--- src/rtl/vertexinput_pkg.sv ---
// Shared constants for the vertex-input descriptor register block: offsets, field layout, AXI responses.
// Optional feature macro: VERTEXINPUT_IRQ_EN (adds a registered irq output on the top).
package vertexinput_pkg;

   typedef logic [1:0] axi_resp_t;
   localparam axi_resp_t RESP_OKAY   = 2'b00;
   localparam axi_resp_t RESP_SLVERR = 2'b10;

   localparam logic [31:0] DESC0_OFF = 32'h0000_0000;
   localparam logic [31:0] DESC1_OFF = 32'h0000_0004;

   // DESC_0 field layout
   localparam int D0_CONFIG0_LSB    = 0;
   localparam int D0_CONFIG0_W      = 2;
   localparam int D0_CONFIG1_LSB    = 2;
   localparam int D0_CONFIG1_W      = 25;
   localparam int D0_STARTPULSE_LSB = 27;
   localparam int D0_STATUS_LSB     = 28;
   localparam int D0_STATUS_W       = 2;
   localparam int D0_IRQFLAG_LSB    = 30;
   localparam int D0_IRQFLAG_W      = 2;

   // DESC_1 field layout; bits [31:27] are reserved
   localparam int D1_CONFIG_LSB     = 0;
   localparam int D1_CONFIG_W       = 4;
   localparam int D1_LOGICSET_LSB   = 4;
   localparam int D1_LOGICSET_W     = 4;
   localparam int D1_READY_LSB      = 8;
   localparam int D1_READY_W        = 4;
   localparam int D1_IRQFLAG_LSB    = 12;
   localparam int D1_IRQFLAG_W      = 4;
   localparam int D1_STARTPIPE1_LSB = 16;
   localparam int D1_STICKY_LSB     = 17;
   localparam int D1_STICKY_W       = 9;
   localparam int D1_STARTPIPE2_LSB = 26;

   // Per-channel handshake state, shared by the read and write sides
   typedef enum logic [1:0] {
      CH_IDLE = 2'd0,
      CH_ACK  = 2'd1,
      CH_RESP = 2'd2
   } ch_state_t;

   function automatic logic [31:0] byte_mask(input logic [3:0] strb);
      logic [31:0] m;
      m = '0;
      for (int i = 0; i < 4; i++) begin
         m[8*i +: 8] = {8{strb[i]}};
      end
      return m;
   endfunction

endpackage

--- src/rtl/vertexinput_axil_if.sv ---
// AXI4-Lite slave handshake engine: turns bus transactions into single-cycle wr_en / rd_en strobes.
// Optional feature macro VERTEXINPUT_IRQ_EN lives in the top; this file is unaffected by it.
module vertexinput_axil_if
   import vertexinput_pkg::*;
#(
   parameter int ADDR_W = 32,
   parameter int DATA_W = 32
) (
   input  logic                  aclk,
   input  logic                  areset,
   input  logic [ADDR_W-1:0]     s_axi_awaddr,
   input  logic                  s_axi_awvalid,
   output logic                  s_axi_awready,
   input  logic [DATA_W-1:0]     s_axi_wdata,
   input  logic [DATA_W/8-1:0]   s_axi_wstrb,
   input  logic                  s_axi_wvalid,
   output logic                  s_axi_wready,
   output logic [1:0]            s_axi_bresp,
   output logic                  s_axi_bvalid,
   input  logic                  s_axi_bready,
   input  logic [ADDR_W-1:0]     s_axi_araddr,
   input  logic                  s_axi_arvalid,
   output logic                  s_axi_arready,
   output logic [DATA_W-1:0]     s_axi_rdata,
   output logic [1:0]            s_axi_rresp,
   output logic                  s_axi_rvalid,
   input  logic                  s_axi_rready,
   output logic                  wr_en,
   output logic [ADDR_W-1:0]     wr_addr,
   output logic [DATA_W-1:0]     wr_data,
   output logic [DATA_W/8-1:0]   wr_strb,
   input  logic                  wr_err,
   output logic                  rd_en,
   output logic [ADDR_W-1:0]     rd_addr,
   input  logic [DATA_W-1:0]     rd_data,
   input  logic                  rd_err,
   output ch_state_t             wr_state,
   output ch_state_t             rd_state
);

   // Valid/ready: a channel transfer happens on the edge where valid and ready are both high;
   // the slave raises awready/wready/arready for exactly one cycle after seeing valid, and
   // holds bvalid/rvalid with stable payload until the master's bready/rready is sampled high.

   ch_state_t             wr_state_q, wr_state_d, rd_state_q, rd_state_d;
   logic                  awready_q, awready_d, wready_q, wready_d, wr_en_q, wr_en_d;
   logic [ADDR_W-1:0]     wr_addr_q, wr_addr_d, rd_addr_q, rd_addr_d;
   logic [DATA_W-1:0]     wr_data_q, wr_data_d, rdata_q, rdata_d;
   logic [DATA_W/8-1:0]   wr_strb_q, wr_strb_d;
   logic                  bvalid_q, bvalid_d, arready_q, arready_d, rd_en_q, rd_en_d;
   logic                  rvalid_q, rvalid_d;
   axi_resp_t             bresp_q, bresp_d, rresp_q, rresp_d;

   always_comb begin
      wr_state_d = wr_state_q;
      awready_d  = 1'b0;
      wready_d   = 1'b0;
      wr_en_d    = 1'b0;
      wr_addr_d  = wr_addr_q;
      wr_data_d  = wr_data_q;
      wr_strb_d  = wr_strb_q;
      bvalid_d   = bvalid_q;
      bresp_d    = bresp_q;
      case (wr_state_q)
         CH_IDLE: begin
            if (s_axi_awvalid && s_axi_wvalid) begin
               wr_state_d = CH_ACK;
               awready_d  = 1'b1;
               wready_d   = 1'b1;
               wr_en_d    = 1'b1;
               wr_addr_d  = s_axi_awaddr;
               wr_data_d  = s_axi_wdata;
               wr_strb_d  = s_axi_wstrb;
            end
         end
         CH_ACK: begin
            wr_state_d = CH_RESP;
            bvalid_d   = 1'b1;
            bresp_d    = wr_err ? RESP_SLVERR : RESP_OKAY;
         end
         CH_RESP: begin
            if (s_axi_bready) begin
               wr_state_d = CH_IDLE;
               bvalid_d   = 1'b0;
            end
         end
         default: wr_state_d = CH_IDLE;
      endcase
   end

   always_comb begin
      rd_state_d = rd_state_q;
      arready_d  = 1'b0;
      rd_en_d    = 1'b0;
      rd_addr_d  = rd_addr_q;
      rvalid_d   = rvalid_q;
      rdata_d    = rdata_q;
      rresp_d    = rresp_q;
      case (rd_state_q)
         CH_IDLE: begin
            if (s_axi_arvalid) begin
               rd_state_d = CH_ACK;
               arready_d  = 1'b1;
               rd_en_d    = 1'b1;
               rd_addr_d  = s_axi_araddr;
            end
         end
         CH_ACK: begin
            rd_state_d = CH_RESP;
            rvalid_d   = 1'b1;
            rdata_d    = rd_err ? '0 : rd_data;
            rresp_d    = rd_err ? RESP_SLVERR : RESP_OKAY;
         end
         CH_RESP: begin
            if (s_axi_rready) begin
               rd_state_d = CH_IDLE;
               rvalid_d   = 1'b0;
            end
         end
         default: rd_state_d = CH_IDLE;
      endcase
   end

   always_ff @(posedge aclk) begin
      if (areset) begin
         wr_state_q <= CH_IDLE;
         awready_q  <= 1'b0;
         wready_q   <= 1'b0;
         wr_en_q    <= 1'b0;
         wr_addr_q  <= '0;
         wr_data_q  <= '0;
         wr_strb_q  <= '0;
         bvalid_q   <= 1'b0;
         bresp_q    <= RESP_OKAY;
         rd_state_q <= CH_IDLE;
         arready_q  <= 1'b0;
         rd_en_q    <= 1'b0;
         rd_addr_q  <= '0;
         rvalid_q   <= 1'b0;
         rdata_q    <= '0;
         rresp_q    <= RESP_OKAY;
      end else begin
         wr_state_q <= wr_state_d;
         awready_q  <= awready_d;
         wready_q   <= wready_d;
         wr_en_q    <= wr_en_d;
         wr_addr_q  <= wr_addr_d;
         wr_data_q  <= wr_data_d;
         wr_strb_q  <= wr_strb_d;
         bvalid_q   <= bvalid_d;
         bresp_q    <= bresp_d;
         rd_state_q <= rd_state_d;
         arready_q  <= arready_d;
         rd_en_q    <= rd_en_d;
         rd_addr_q  <= rd_addr_d;
         rvalid_q   <= rvalid_d;
         rdata_q    <= rdata_d;
         rresp_q    <= rresp_d;
      end
   end

   assign s_axi_awready = awready_q;
   assign s_axi_wready  = wready_q;
   assign s_axi_bvalid  = bvalid_q;
   assign s_axi_bresp   = bresp_q;
   assign s_axi_arready = arready_q;
   assign s_axi_rvalid  = rvalid_q;
   assign s_axi_rdata   = rdata_q;
   assign s_axi_rresp   = rresp_q;
   assign wr_en         = wr_en_q;
   assign wr_addr       = wr_addr_q;
   assign wr_data       = wr_data_q;
   assign wr_strb       = wr_strb_q;
   assign rd_en         = rd_en_q;
   assign rd_addr       = rd_addr_q;
   assign wr_state      = wr_state_q;
   assign rd_state      = rd_state_q;

endmodule

--- src/rtl/vertexinput_regs_top.sv ---
// Vertex-input descriptor registers (DESC_0 @0x0, DESC_1 @0x4): field storage, side effects and read mux.
// Define VERTEXINPUT_IRQ_EN to add a registered irq output (OR of the rc and w1c latches).
module vertexinput_regs_top
   import vertexinput_pkg::*;
#(
   parameter int ADDR_W = 32,
   parameter int DATA_W = 32
) (
   input  logic                aclk,
   input  logic                areset,
`ifdef VERTEXINPUT_IRQ_EN
   output logic                irq,
`endif
   input  logic [ADDR_W-1:0]   s_axi_awaddr,
   input  logic                s_axi_awvalid,
   output logic                s_axi_awready,
   input  logic [DATA_W-1:0]   s_axi_wdata,
   input  logic [DATA_W/8-1:0] s_axi_wstrb,
   input  logic                s_axi_wvalid,
   output logic                s_axi_wready,
   output logic [1:0]          s_axi_bresp,
   output logic                s_axi_bvalid,
   input  logic                s_axi_bready,
   input  logic [ADDR_W-1:0]   s_axi_araddr,
   input  logic                s_axi_arvalid,
   output logic                s_axi_arready,
   output logic [DATA_W-1:0]   s_axi_rdata,
   output logic [1:0]          s_axi_rresp,
   output logic                s_axi_rvalid,
   input  logic                s_axi_rready,
   output logic [1:0]          REG_DESC_0_config0_wo,
   output logic [24:0]         REG_DESC_0_config1_rw,
   output logic                REG_DESC_0_startpulse_pulse,
   input  logic [1:0]          REG_DESC_0_status_ro,
   input  logic [1:0]          REG_DESC_0_interruptflag_rc_in,
   output logic [1:0]          REG_DESC_0_interruptflag_rc_clr,
   output logic [3:0]          REG_DESC_1_config_rw,
   output logic [3:0]          REG_DESC_1_logicset_wo,
   input  logic [3:0]          REG_DESC_1_readystatus_ro,
   input  logic [3:0]          REG_DESC_1_interruptflag_rc_in,
   output logic [3:0]          REG_DESC_1_interruptflag_rc_clr,
   output logic                REG_DESC_1_startpipe1_pulse,
   input  logic [8:0]          REG_DESC_1_stickybit_w1c_in,
   output logic [8:0]          REG_DESC_1_stickybit_w1c_clr,
   output logic                REG_DESC_1_startpipe2_pulse
);

   logic                wr_en, rd_en, wr_err, rd_err;
   logic [ADDR_W-1:0]   wr_addr, rd_addr;
   logic [DATA_W-1:0]   wr_data, rd_data;
   logic [DATA_W/8-1:0] wr_strb;
   ch_state_t           wr_state, rd_state;

   vertexinput_axil_if #(.ADDR_W(ADDR_W), .DATA_W(DATA_W)) u_axil_if (
      .aclk          (aclk),
      .areset        (areset),
      .s_axi_awaddr  (s_axi_awaddr),
      .s_axi_awvalid (s_axi_awvalid),
      .s_axi_awready (s_axi_awready),
      .s_axi_wdata   (s_axi_wdata),
      .s_axi_wstrb   (s_axi_wstrb),
      .s_axi_wvalid  (s_axi_wvalid),
      .s_axi_wready  (s_axi_wready),
      .s_axi_bresp   (s_axi_bresp),
      .s_axi_bvalid  (s_axi_bvalid),
      .s_axi_bready  (s_axi_bready),
      .s_axi_araddr  (s_axi_araddr),
      .s_axi_arvalid (s_axi_arvalid),
      .s_axi_arready (s_axi_arready),
      .s_axi_rdata   (s_axi_rdata),
      .s_axi_rresp   (s_axi_rresp),
      .s_axi_rvalid  (s_axi_rvalid),
      .s_axi_rready  (s_axi_rready),
      .wr_en         (wr_en),
      .wr_addr       (wr_addr),
      .wr_data       (wr_data),
      .wr_strb       (wr_strb),
      .wr_err        (wr_err),
      .rd_en         (rd_en),
      .rd_addr       (rd_addr),
      .rd_data       (rd_data),
      .rd_err        (rd_err),
      .wr_state      (wr_state),
      .rd_state      (rd_state)
   );

   // Address bits [1:0] never take part in decode
   logic wr_match0, wr_match1, rd_match0, rd_match1;
   logic wr_hit0, wr_hit1, rd_hit0, rd_hit1;
   logic [31:0] bm;

   assign wr_match0 = (wr_addr[ADDR_W-1:2] == DESC0_OFF[ADDR_W-1:2]);
   assign wr_match1 = (wr_addr[ADDR_W-1:2] == DESC1_OFF[ADDR_W-1:2]);
   assign rd_match0 = (rd_addr[ADDR_W-1:2] == DESC0_OFF[ADDR_W-1:2]);
   assign rd_match1 = (rd_addr[ADDR_W-1:2] == DESC1_OFF[ADDR_W-1:2]);
   assign wr_hit0   = wr_en && wr_match0;
   assign wr_hit1   = wr_en && wr_match1;
   assign rd_hit0   = rd_en && rd_match0;
   assign rd_hit1   = rd_en && rd_match1;
   assign wr_err    = !(wr_match0 || wr_match1);
   assign rd_err    = !(rd_match0 || rd_match1);
   assign bm        = byte_mask(wr_strb);

   logic [1:0]  cfg0_q, cfg0_d, rc0_q, rc0_d, rc0_clr_q, rc0_clr_d;
   logic [24:0] cfg1_q, cfg1_d;
   logic [3:0]  d1cfg_q, d1cfg_d, lset_q, lset_d, rc1_q, rc1_d, rc1_clr_q, rc1_clr_d;
   logic [8:0]  w1c_q, w1c_d, w1c_clr_q, w1c_clr_d;
   logic        spulse_q, spulse_d, pipe1_q, pipe1_d, pipe2_q, pipe2_d;

   always_comb begin
      cfg0_d    = cfg0_q;
      cfg1_d    = cfg1_q;
      d1cfg_d   = d1cfg_q;
      lset_d    = lset_q;
      spulse_d  = 1'b0;
      pipe1_d   = 1'b0;
      pipe2_d   = 1'b0;
      w1c_clr_d = '0;
      if (wr_hit0) begin
         cfg0_d   = (cfg0_q & ~bm[D0_CONFIG0_LSB +: D0_CONFIG0_W])
                  | (wr_data[D0_CONFIG0_LSB +: D0_CONFIG0_W] & bm[D0_CONFIG0_LSB +: D0_CONFIG0_W]);
         cfg1_d   = (cfg1_q & ~bm[D0_CONFIG1_LSB +: D0_CONFIG1_W])
                  | (wr_data[D0_CONFIG1_LSB +: D0_CONFIG1_W] & bm[D0_CONFIG1_LSB +: D0_CONFIG1_W]);
         spulse_d = wr_data[D0_STARTPULSE_LSB] & bm[D0_STARTPULSE_LSB];
      end
      if (wr_hit1) begin
         d1cfg_d   = (d1cfg_q & ~bm[D1_CONFIG_LSB +: D1_CONFIG_W])
                   | (wr_data[D1_CONFIG_LSB +: D1_CONFIG_W] & bm[D1_CONFIG_LSB +: D1_CONFIG_W]);
         lset_d    = (lset_q & ~bm[D1_LOGICSET_LSB +: D1_LOGICSET_W])
                   | (wr_data[D1_LOGICSET_LSB +: D1_LOGICSET_W] & bm[D1_LOGICSET_LSB +: D1_LOGICSET_W]);
         pipe1_d   = wr_data[D1_STARTPIPE1_LSB] & bm[D1_STARTPIPE1_LSB];
         pipe2_d   = wr_data[D1_STARTPIPE2_LSB] & bm[D1_STARTPIPE2_LSB];
         w1c_clr_d = wr_data[D1_STICKY_LSB +: D1_STICKY_W] & bm[D1_STICKY_LSB +: D1_STICKY_W];
      end
      // Clear what the read returned; a new set on the same edge is OR'd back in afterwards
      rc0_clr_d = rd_hit0 ? rc0_q : '0;
      rc1_clr_d = rd_hit1 ? rc1_q : '0;
      rc0_d     = (rc0_q & ~rc0_clr_d) | REG_DESC_0_interruptflag_rc_in;
      rc1_d     = (rc1_q & ~rc1_clr_d) | REG_DESC_1_interruptflag_rc_in;
      w1c_d     = (w1c_q & ~w1c_clr_d) | REG_DESC_1_stickybit_w1c_in;
   end

   always_ff @(posedge aclk) begin
      if (areset) begin
         cfg0_q    <= '0;
         cfg1_q    <= '0;
         d1cfg_q   <= '0;
         lset_q    <= '0;
         spulse_q  <= 1'b0;
         pipe1_q   <= 1'b0;
         pipe2_q   <= 1'b0;
         rc0_q     <= '0;
         rc1_q     <= '0;
         rc0_clr_q <= '0;
         rc1_clr_q <= '0;
         w1c_q     <= '0;
         w1c_clr_q <= '0;
      end else begin
         cfg0_q    <= cfg0_d;
         cfg1_q    <= cfg1_d;
         d1cfg_q   <= d1cfg_d;
         lset_q    <= lset_d;
         spulse_q  <= spulse_d;
         pipe1_q   <= pipe1_d;
         pipe2_q   <= pipe2_d;
         rc0_q     <= rc0_d;
         rc1_q     <= rc1_d;
         rc0_clr_q <= rc0_clr_d;
         rc1_clr_q <= rc1_clr_d;
         w1c_q     <= w1c_d;
         w1c_clr_q <= w1c_clr_d;
      end
   end

   // Write-only and pulse fields read back as zero; ro fields are sampled live in the arready cycle
   always_comb begin
      rd_data = '0;
      if (rd_match0) begin
         rd_data[D0_CONFIG1_LSB +: D0_CONFIG1_W] = cfg1_q;
         rd_data[D0_STATUS_LSB +: D0_STATUS_W]   = REG_DESC_0_status_ro;
         rd_data[D0_IRQFLAG_LSB +: D0_IRQFLAG_W] = rc0_q;
      end else if (rd_match1) begin
         rd_data[D1_CONFIG_LSB +: D1_CONFIG_W]   = d1cfg_q;
         rd_data[D1_READY_LSB +: D1_READY_W]     = REG_DESC_1_readystatus_ro;
         rd_data[D1_IRQFLAG_LSB +: D1_IRQFLAG_W] = rc1_q;
         rd_data[D1_STICKY_LSB +: D1_STICKY_W]   = w1c_q;
      end
   end

`ifdef VERTEXINPUT_IRQ_EN
   logic irq_q, irq_d;

   always_comb begin
      irq_d = (|rc0_q) | (|rc1_q) | (|w1c_q);
   end

   always_ff @(posedge aclk) begin
      if (areset) begin
         irq_q <= 1'b0;
      end else begin
         irq_q <= irq_d;
      end
   end

   assign irq = irq_q;
`endif

   assign REG_DESC_0_config0_wo           = cfg0_q;
   assign REG_DESC_0_config1_rw           = cfg1_q;
   assign REG_DESC_0_startpulse_pulse     = spulse_q;
   assign REG_DESC_0_interruptflag_rc_clr = rc0_clr_q;
   assign REG_DESC_1_config_rw            = d1cfg_q;
   assign REG_DESC_1_logicset_wo          = lset_q;
   assign REG_DESC_1_interruptflag_rc_clr = rc1_clr_q;
   assign REG_DESC_1_startpipe1_pulse     = pipe1_q;
   assign REG_DESC_1_stickybit_w1c_clr    = w1c_clr_q;
   assign REG_DESC_1_startpipe2_pulse     = pipe2_q;

   // Sub-word address bits, the unmapped data/strobe lanes and channel state carry no function here
   logic unused_bits;
   assign unused_bits = ^{wr_addr[1:0], rd_addr[1:0], wr_data[31:28], bm[31:28], wr_state, rd_state};

endmodule

--- config.mk ---
export PLATFORM = sky130hd
export DESIGN_NAME = vertexinput_regs_top
export DESIGN_NICKNAME = d
export VERILOG_FILES = /design/src/rtl/vertexinput_pkg.sv /design/src/rtl/vertexinput_axil_if.sv /design/src/rtl/vertexinput_regs_top.sv
export SDC_FILE = /design/constraint.sdc
export NUM_CORES = 1
export LEC_CHECK = 0
export BUFFER_PORTS_ARGS = -buffer_cell sky130_fd_sc_hd__buf_2
export CAP_MARGIN = 20
export CORE_ASPECT_RATIO = 1.2
export CORE_MARGIN = 5
export CORE_UTILIZATION = 49
export CTS_CLUSTER_DIAMETER = 60
export DETAILED_ROUTE_END_ITERATION = 10
export PLACE_DENSITY = 0.75
export SYNTH_ARGS = -nofsm -noshare
export SYNTH_HDL_FRONTEND = slang
export SYNTH_HIERARCHICAL = 1
export SYNTH_SLANG_ARGS = --single-unit
--- constraint.sdc ---
create_clock -name aclk -period 6.3 [get_ports aclk]
set_input_delay 0 -clock aclk [delete_from_list [all_inputs] [get_ports aclk]]
set_output_delay 0 -clock aclk [all_outputs]
set_load 0.01 [all_outputs]
==> results of run 1 <==
## repair_timing
action | in CTS | in global routing
buffers inserted | 0 | 0
hold endpoints to repair | 117 | 0
endpoints found under the setup margin | 0 | 0
hold buffers | 115 | 0
## power groups by stage
stage	Combinational [W]	Sequential, W	Clock, W
detailed placement	0.000229	0.00137	0
CTS	0.000284	0.00134	0.00118
floorplan	0.000164	0.00137	0
finish	0.000291	0.00135	0.00115
global placement	0.000226	0.00137	0
global route	0.000319	0.00135	0.00124
## per-stage QoR
step	cell area [um^2]	hold WS, ns	power (W)
after global placement	9130	0.243	0.00160
after CTS	10900	0.0644	0.00281
after detailed placement	9130	0.245	0.00160
after global routing	10900	0.0887	0.00291
final	10900	0.0765	0.00279
after floorplan	8080	0.136	0.00153
## layout by cell type (no fill, tap or decap), drive strengths merged, types with 3 or more instances in the layout
| master | n |
|---|---|
| clkbuf | 29 |
| dfxtp | 202 |
| or4 | 8 |
| o31a | 6 |
| and2 | 8 |
| nand2 | 229 |
| inv | 20 |
| buf | 219 |
| a31oi | 9 |
| and3 | 11 |
| nor4 | 22 |
| nand3b | 32 |
| a21oi | 127 |
| nand2b | 64 |
| conb | 3 |
| nor2 | 46 |
| dlygate4sd3 | 115 |
| o21bai | 9 |
| mux2i | 55 |
| nor3b | 4 |
## worst register-to-register path, stage by stage, from the launching register on
cell	delay [ns]
dfxtp_1	0.31
nor4_1	0.30
nand4_1	0.61
or4_1	0.98
mux2i_1	0.29
## cell type report
class	count	area, um^2	share of cell area, %
flip-flops and latches	202	4040	37.1
multi-input cells	650	3620	33.2
repair buffers	334	2270	20.8
clock buffers	29	586	5.37
well taps	212	265	2.43
inverters	19	71.3	0.654
clock inverters	4	48.8	0.447
## routing by layer
metal | vias up | GRT usage (%) | part of all wire [%]
li1 | 3690 | - | -
met1 | 3429 | 26.7 | 40
met2 | 257 | 39.9 | 50
met3 | 62 | 3.69 | 6.3
met4 | 0 | 9.50 | 3.6
met5 | - | 0 | 0
## how the worst max path moves through the flow
stage	cells past startpoint	end	from	slack, ns
after global placement	4	register	u_axil_if/wr_addr[15]	3.78
after global routing	4	register	u_axil_if/wr_addr[23]	3.54
final	4	register	u_axil_if/wr_addr[30]	3.72
after floorplan	5	register	u_axil_if/wr_addr[15]	4.01
after CTS	4	register	u_axil_if/wr_addr[23]	3.72
after detailed placement	4	register	u_axil_if/wr_addr[23]	3.75
==> flow_summary.ini, run 1 <==
[worst_hold_path]
min_to = u_axil_if/s_axi_rdata[21]
hp-class = in2reg
min-delay-start = areset
hold-path-cell-count = 2

[pwr]
power_density_nw_per_um2 = 256
pwr-share-clk_pct = 41.3
ir_drop_mv = 0.171
pwr-share-seq_pct = 48.2
p_sw_w = 0.000648
p_int_w = 0.00214
switching_share_pct = 23.2
cellLeakagePower_nw = 4.50
pwr-share-comb_pct = 10.4

[worst_setup_path]
worst_r2r_path_depth = 4
path_cells = nor4_1 > nand4_1 > or4_1 > mux2i_1
r2r-start = u_axil_if/wr_addr[30]
critical_path_class = reg2reg
cpPeakStageDelay_ns = 0.98
crit_family = simple AND/OR/NAND/NOR gates
required_ns = 6.69
startpoint_type = register
r2r_slack_ns = 3.72
crit_path_top_delay_cell = or4_1
end_kind = register
critPathArrivalTime_ns = 2.97
worstPathMaxFanout = 11
path_buf_inv = 0

[grt]
grt_pass1_vias = 7290
antenna_found_initial = 0
grt_max_degree = 123
grt_pass1_wl_mm = 35.4
groute.usage.overall_pct = 22.4
overflow = 0

[layout]
diodes = 0
fin_nets = 1355
n_fill_cell = 1290
stdcell_count = 1450
utilization_pct = 67.3
area_growth_syn_to_layout_pct = 35.1
layout-drive-gt1-share_pct = 21.0

[route]
drc_errors = 0
wl_per_cell_um = 15.6
drt_iter0_drc = 494
wirelength_mm = 22.6
num_vias = 7438
firstDrtPassIters = 5
antenna_left = 0
viasPerCell = 5.13

[clock_tree]
path_clk_slew_ns = 0.06
cts-buffers-inserted = 20
ctsResizeCount = 0
cts_sinks = 202
htree_levels = 1
cts_buffer_depth = 3
cts_tree = done
root_buffer = clkbuf_16
clk_latency_ns = 0.48

[floorplanning]
die-area_um2 = 19200
rows = 51
pin_count = 222
initial_core_util_pct = 49.8
core_um2 = 16200
die_h_um = 151
die_w_um = 127

[synth]
syn_area_per_cell_um2 = 8.54
ys_warn_count = 6
netlist_area_um2 = 8080
synth_cells = 946

[sta]
rsz0062_at_grt = no
fin_ws_ns = 3.72
drv_slew = 0
relSlewSlack_pct = 29.0
worst_pin_slew_ns = 1.07
tns_ns = 0
hold_viol_final = 0
period_needed_ns = 2.58
setup_viol = 0
fin_crit_sh_pct = 41.0
fmax_mhz = 387
skew_ns = 0.00958

[placement]
dp_slack_ns = 3.75
gp_congestion = 0.809
place_hpwl_mm = 13.9
port_buffers = 211
placed_cells = 1302

[run_status]
outcome = finished, final reports clean

[run]
maxCapViolCount = 0
No activity file was read; power rests on OpenSTA's default activity.
==> run 2: changes to the inputs <==
--- a/config.mk
+++ b/config.mk
@@ -5,6 +5,7 @@
 export SDC_FILE = /design/constraint.sdc
 export NUM_CORES = 1
 export LEC_CHECK = 0
+export ABC_AREA = 1
 export BUFFER_PORTS_ARGS = -buffer_cell sky130_fd_sc_hd__buf_2
 export CAP_MARGIN = 20
 export CORE_ASPECT_RATIO = 1.2
@@ -12,7 +13,7 @@
 export CORE_UTILIZATION = 49
 export CTS_CLUSTER_DIAMETER = 60
 export DETAILED_ROUTE_END_ITERATION = 10
-export PLACE_DENSITY = 0.75
+export PLACE_DENSITY = 0.74
 export SYNTH_ARGS = -nofsm -noshare
 export SYNTH_HDL_FRONTEND = slang
 export SYNTH_HIERARCHICAL = 1
==> constraint.sdc (replaced) <==
create_clock -name aclk -period 2.5 [get_ports aclk]
set_input_delay 0 -clock aclk [delete_from_list [all_inputs] [get_ports aclk]]
set_output_delay 0 -clock aclk [all_outputs]
set_load 0.01 [all_outputs]
==> flow_summary.ini, run 2 <==
[run_status]
outcome = finished, final reports clean

[layout]
area_growth_syn_to_layout_pct = 32.1
layout-drive-gt1-share_pct = 16.2
final_cell_mix = nand2_1 (291), nor2_1 (261), buf_2 (211), inv_1 (210), dfxtp_1 (202)
final_common_cell = nand2_1
fin_nets = 1791

[clock_tree]
cts-buffers-inserted = 21
clk_latency_ns = 0.48
root_buffer = clkbuf_16
cts_sinks = 202
path_clk_slew_ns = 0.06
cts_tree = done
cts_buffer_depth = 3
htree_levels = 1

[floorplanning]
rows = 54
initial_core_util_pct = 49.8
die-area_um2 = 21400
die_h_um = 159
die_w_um = 134
pin_count = 222
core_um2 = 18200

[placement]
place_hpwl_mm = 15.6
port_buffers = 211
gp_congestion = 0.827

[worst_setup_path]
crit_path_top_delay_cell = dlygate4sd3_1
critPathArrivalTime_ns = 2.50
critical_path_class = reg2reg
end_kind = register
startpoint_type = register
cpMostUsedCell = nand2_1
path_cells = or2_1 > nor2_1 > nand2_1 > nor2_2 > buf_4 > nand3_1 > nand2_1 > a21oi_1 > dlygate4sd3_1
worstPathMaxFanout = 11
required_ns = 2.86
cpPeakStageDelay_ns = 0.57

[route]
wirelength_mm = 25.5
drc_errors = 0
drt_iter0_drc = 577
num_vias = 9130
firstDrtPassIters = 5
wl_per_cell_um = 13.4
viasPerCell = 4.80
antenna_left = 0

[synth]
netlist_area_um2 = 9090
syn_area_per_cell_um2 = 6.55
ys_warn_count = 6
synth_cells = 1389

[pwr]
ir_drop_mv = 0.499
power_density_nw_per_um2 = 619
p_total_w = 0.00744
cellLeakagePower_nw = 5.98

[sta]
rsz0062_at_grt = no
worst_pin_slew_ns = 0.997
skew_ns = 0.00715
tns_ns = 0
fin_crit_sh_pct = 85.6
drv_slew = 0
relSlewSlack_pct = 33.5
setup_viol = 0
fmax_mhz = 467
period_needed_ns = 2.14
hold_viol_final = 0

[grt]
grt_pass1_wl_mm = 41.7
antenna_found_initial = 1
grt_max_degree = 101
grt_pass1_vias = 8569
groute.usage.overall_pct = 23.2
overflow = 0

[run]
maxCapViolCount = 0

[worst_hold_path]
hp-class = in2reg
-- run 2: per-layer routing --
metal  global-route usage [%]  routed length (um)  up-vias
met1                     30.4               11200     4009
li1                         -                   -     4771
met4                     9.44                1010        0
met3                     4.36                1620       61
met5                        0                   0        -
met2                     37.5               11700      289
-- run 2: where the power goes --
group,internal [W],switching (W),total [W]
logic,0.000401,0.000488,0.000889
clock network,0.00185,0.00122,0.00308
registers,0.00337,0.000102,0.00347
-- run 2: worst max-delay path: cells and delay by family (launching register included) --
| family | cells | cell delay, ns |
|---|---|---|
| DFF | 1 | 0.30 |
| AOI/OAI and AO/OA | 1 | 0.07 |
| and+or+nand+nor | 6 | 0.87 |
| buffers and inverters | 2 | 0.77 |
-- run 2: per-stage QoR --
stage / instance area [um^2] / hold slack (ns) / setup WS, ns / util [%] / cells
3_3_place_gp: 10100 / 0.210 / 0.550 / 55.4 / 1742
3_5_place_dp: 10100 / 0.215 / 0.536 / 55.4 / 1742
2_1_floorplan: 9090 / 0.110 / 0.733 / - / 1390
5_1_grt: 12000 / 0.275 / 0.204 / 65.8 / 1902
4_1_cts: 12000 / 0.226 / 0.348 / 65.8 / 1901
6_report: 12000 / 0.259 / 0.359 / 65.8 / 1902
-- run 2: path summary, 6_finish.rpt --
| path | startpoint | end | slack (ns) | cells past startpoint |
|---|---|---|---|---|
| min reg2reg | u_axil_if/s_axi_rdata[15] | u_axil_if/s_axi_rdata[15] | 0.46 | 2 |
| min | s_axi_arvalid | u_axil_if/rd_state[0] | 0.26 | 3 |
| max | u_axil_if/wr_addr[23] | w1c_q[7] | 0.36 | 9 |
| max reg2reg | u_axil_if/wr_addr[23] | w1c_q[7] | 0.36 | 9 |
-- run 2: what timing repair did --
| action | in CTS | in global routing |
|---|---|---|
| hold buffers | 122 | 0 |
| resized for setup | 0 | 0 |
| buffers inserted | 0 | 0 |
| endpoints found under the hold margin | 122 | 0 |
-- run 2: cell type report --
| type | count | area, um^2 |
|---|---|---|
| Fill cell | 1534 | 6230 |
| Antenna cell | 1 | 2.50 |
| Sequential cell | 202 | 4040 |
| Clock inverter | 4 | 45.0 |
| Multi-Input combinational cell | 876 | 3770 |
| Clock buffer | 33 | 641 |
| Inverter | 215 | 808 |
| Timing Repair Buffer | 347 | 2420 |
| Tap cell | 224 | 280 |
==> run 3: changes to the inputs <==
--- a/config.mk
+++ b/config.mk
@@ -11,7 +11,9 @@
 export CORE_ASPECT_RATIO = 1.2
 export CORE_MARGIN = 5
 export CORE_UTILIZATION = 49
+export CTS_BUF_LIST = sky130_fd_sc_hd__clkbuf_4 sky130_fd_sc_hd__clkbuf_8
 export CTS_CLUSTER_DIAMETER = 60
+export CTS_CLUSTER_SIZE = 20
 export DETAILED_ROUTE_END_ITERATION = 10
 export PLACE_DENSITY = 0.74
 export SYNTH_ARGS = -nofsm -noshare
==> flow_summary.ini, run 3 (synthesized netlist as in run 2, its figures left out) <==
[route]
antenna_left = 0
num_vias = 9072
drc_errors = 0
wl_per_cell_um = 13.1
wirelength_mm = 24.7
drt_iter0_drc = 626
firstDrtPassIters = 6
viasPerCell = 4.81

[worst_hold_path]
hp-class = in2reg

[floorplanning]
die_w_um = 134
rows = 54
core_um2 = 18200
die_h_um = 159
pin_count = 222
die-area_um2 = 21400
initial_core_util_pct = 49.8

[worst_setup_path]
path_buf_inv = 2
startpoint_type = register
critical_path_class = reg2reg
worstPathMaxFanout = 11
crit_path_top_delay_cell = dlygate4sd3_1
end_kind = register
required_ns = 2.92
cpPeakStageDelay_ns = 0.57
critPathArrivalTime_ns = 2.49
path_cells = or2_1 > nor2_1 > nand2_1 > nor2_2 > buf_4 > nand3_1 > nand2_1 > a21oi_1 > dlygate4sd3_1
cpMostUsedCell = nand2_1
crit_family = simple AND/OR/NAND/NOR gates

[layout]
stdcell_count = 1888
final_cell_mix = nand2_1 (291), nor2_1 (261), buf_2 (211), inv_1 (210), dfxtp_1 (202)
final_common_cell = nand2_1
layout-drive-gt1-share_pct = 15.8
area_growth_syn_to_layout_pct = 28.0
design_area_um2 = 11600
fin_nets = 1785

[clock_tree]
cts-buffers-inserted = 15
clk_latency_ns = 0.53
htree_levels = 1
cts_tree = done
root_buffer = clkbuf_8
post_cts_buffers = 0
cts_sinks = 202
cts_buffer_depth = 3
path_clk_slew_ns = 0.11

[run_status]
outcome = finished, final reports clean

[sta]
hold_viol_final = 0
fin_crit_sh_pct = 82.8
worst_pin_slew_ns = 0.995
rsz0062_at_grt = no
fmax_mhz = 483
skew_ns = 0.0585
period_needed_ns = 2.07
drv_slew = 0
relSlewSlack_pct = 33.7
fin_ws_ns = 0.429
tns_ns = 0
setup_viol = 0

[pwr]
ir_drop_mv = 0.405
power_density_nw_per_um2 = 534
p_total_w = 0.00621
cellLeakagePower_nw = 5.80

[grt]
grt_pass1_wl_mm = 40.8
grt_pass1_vias = 8258
antenna_found_initial = 1
grt_max_degree = 101
groute.usage.overall_pct = 22.5
overflow = 0

[placement]
placed_cells = 1742
gp_congestion = 0.827
place_hpwl_mm = 15.6
placed_area_um2 = 10100
dp_slack_ns = 0.536
port_buffers = 211

[run]
maxCapViolCount = 0
[run 3: changes by cell type in the layout (fill, tap and decap cells not counted), sizes merged]
cell,previous run,this run
clkinvlp,0,1
clkinv,5,3
clkbuf,33,18
inv,213,215
[run 3: routing by layer]
metal	vias to the layer above	part of all wire (%)	global-route usage (%)	wire length [um]
met5	-	0	0	0
met4	0	3.2	7.22	782
met3	52	6.5	3.79	1610
met2	304	46	36.6	11400
met1	3973	44	30.4	10900
li1	4743	-	-	-
[run 3: final timing paths]
kind                                      end  slack, ns  cells past startpoint             startpoint
setup / recovery                     w1c_q[7]       0.43                      9  u_axil_if/wr_addr[23]
hold / removal                u_axil_if/rd_en       0.20                      3          s_axi_arvalid
setup reg to reg                     w1c_q[7]       0.43                      9  u_axil_if/wr_addr[23]
hold reg to reg   REG_DESC_0_startpulse_pulse       0.45                      2  u_axil_if/wr_data[27]
[run 3: through the flow]
step | util, % | hold slack [ns]
finish | 63.8 | 0.195
global route | 63.8 | 0.209
CTS | 63.8 | 0.164
detailed placement | 55.4 | 0.215
global placement | 55.4 | 0.210
floorplan | - | 0.110
[run 3: tightest hold or removal path, cell delays in order]
cell and delay, ns:
buf_2 0.41, nand2_1 0.22, nor2_1 0.04
[run 3: where the power goes]
part	internal, W	switching [W]	total (W)	leakage (nW)
Combinational	0.000401	0.000480	0.000881	3.99
Sequential	0.00336	0.000102	0.00346	1.65
Clock	0.000774	0.00109	0.00187	0.159
[run 3: final cells by class]
| class | instances | area (um^2) |
|---|---|---|
| diodes | 1 | 2.50 |
| fillers | 1599 | 6600 |
| flip-flops and latches | 202 | 4040 |
| inverters | 215 | 808 |
| clock inverters | 5 | 73.8 |
| well taps | 224 | 280 |
| multi-input cells | 876 | 3770 |
| repair buffers | 347 | 2420 |
| clock buffers | 18 | 241 |
[run 3: repair_timing]
action | 4_1_cts | 5_1_grt
gates resized for setup | 0 | 0
hold endpoints to repair | 122 | 0
hold buffers | 122 | 0
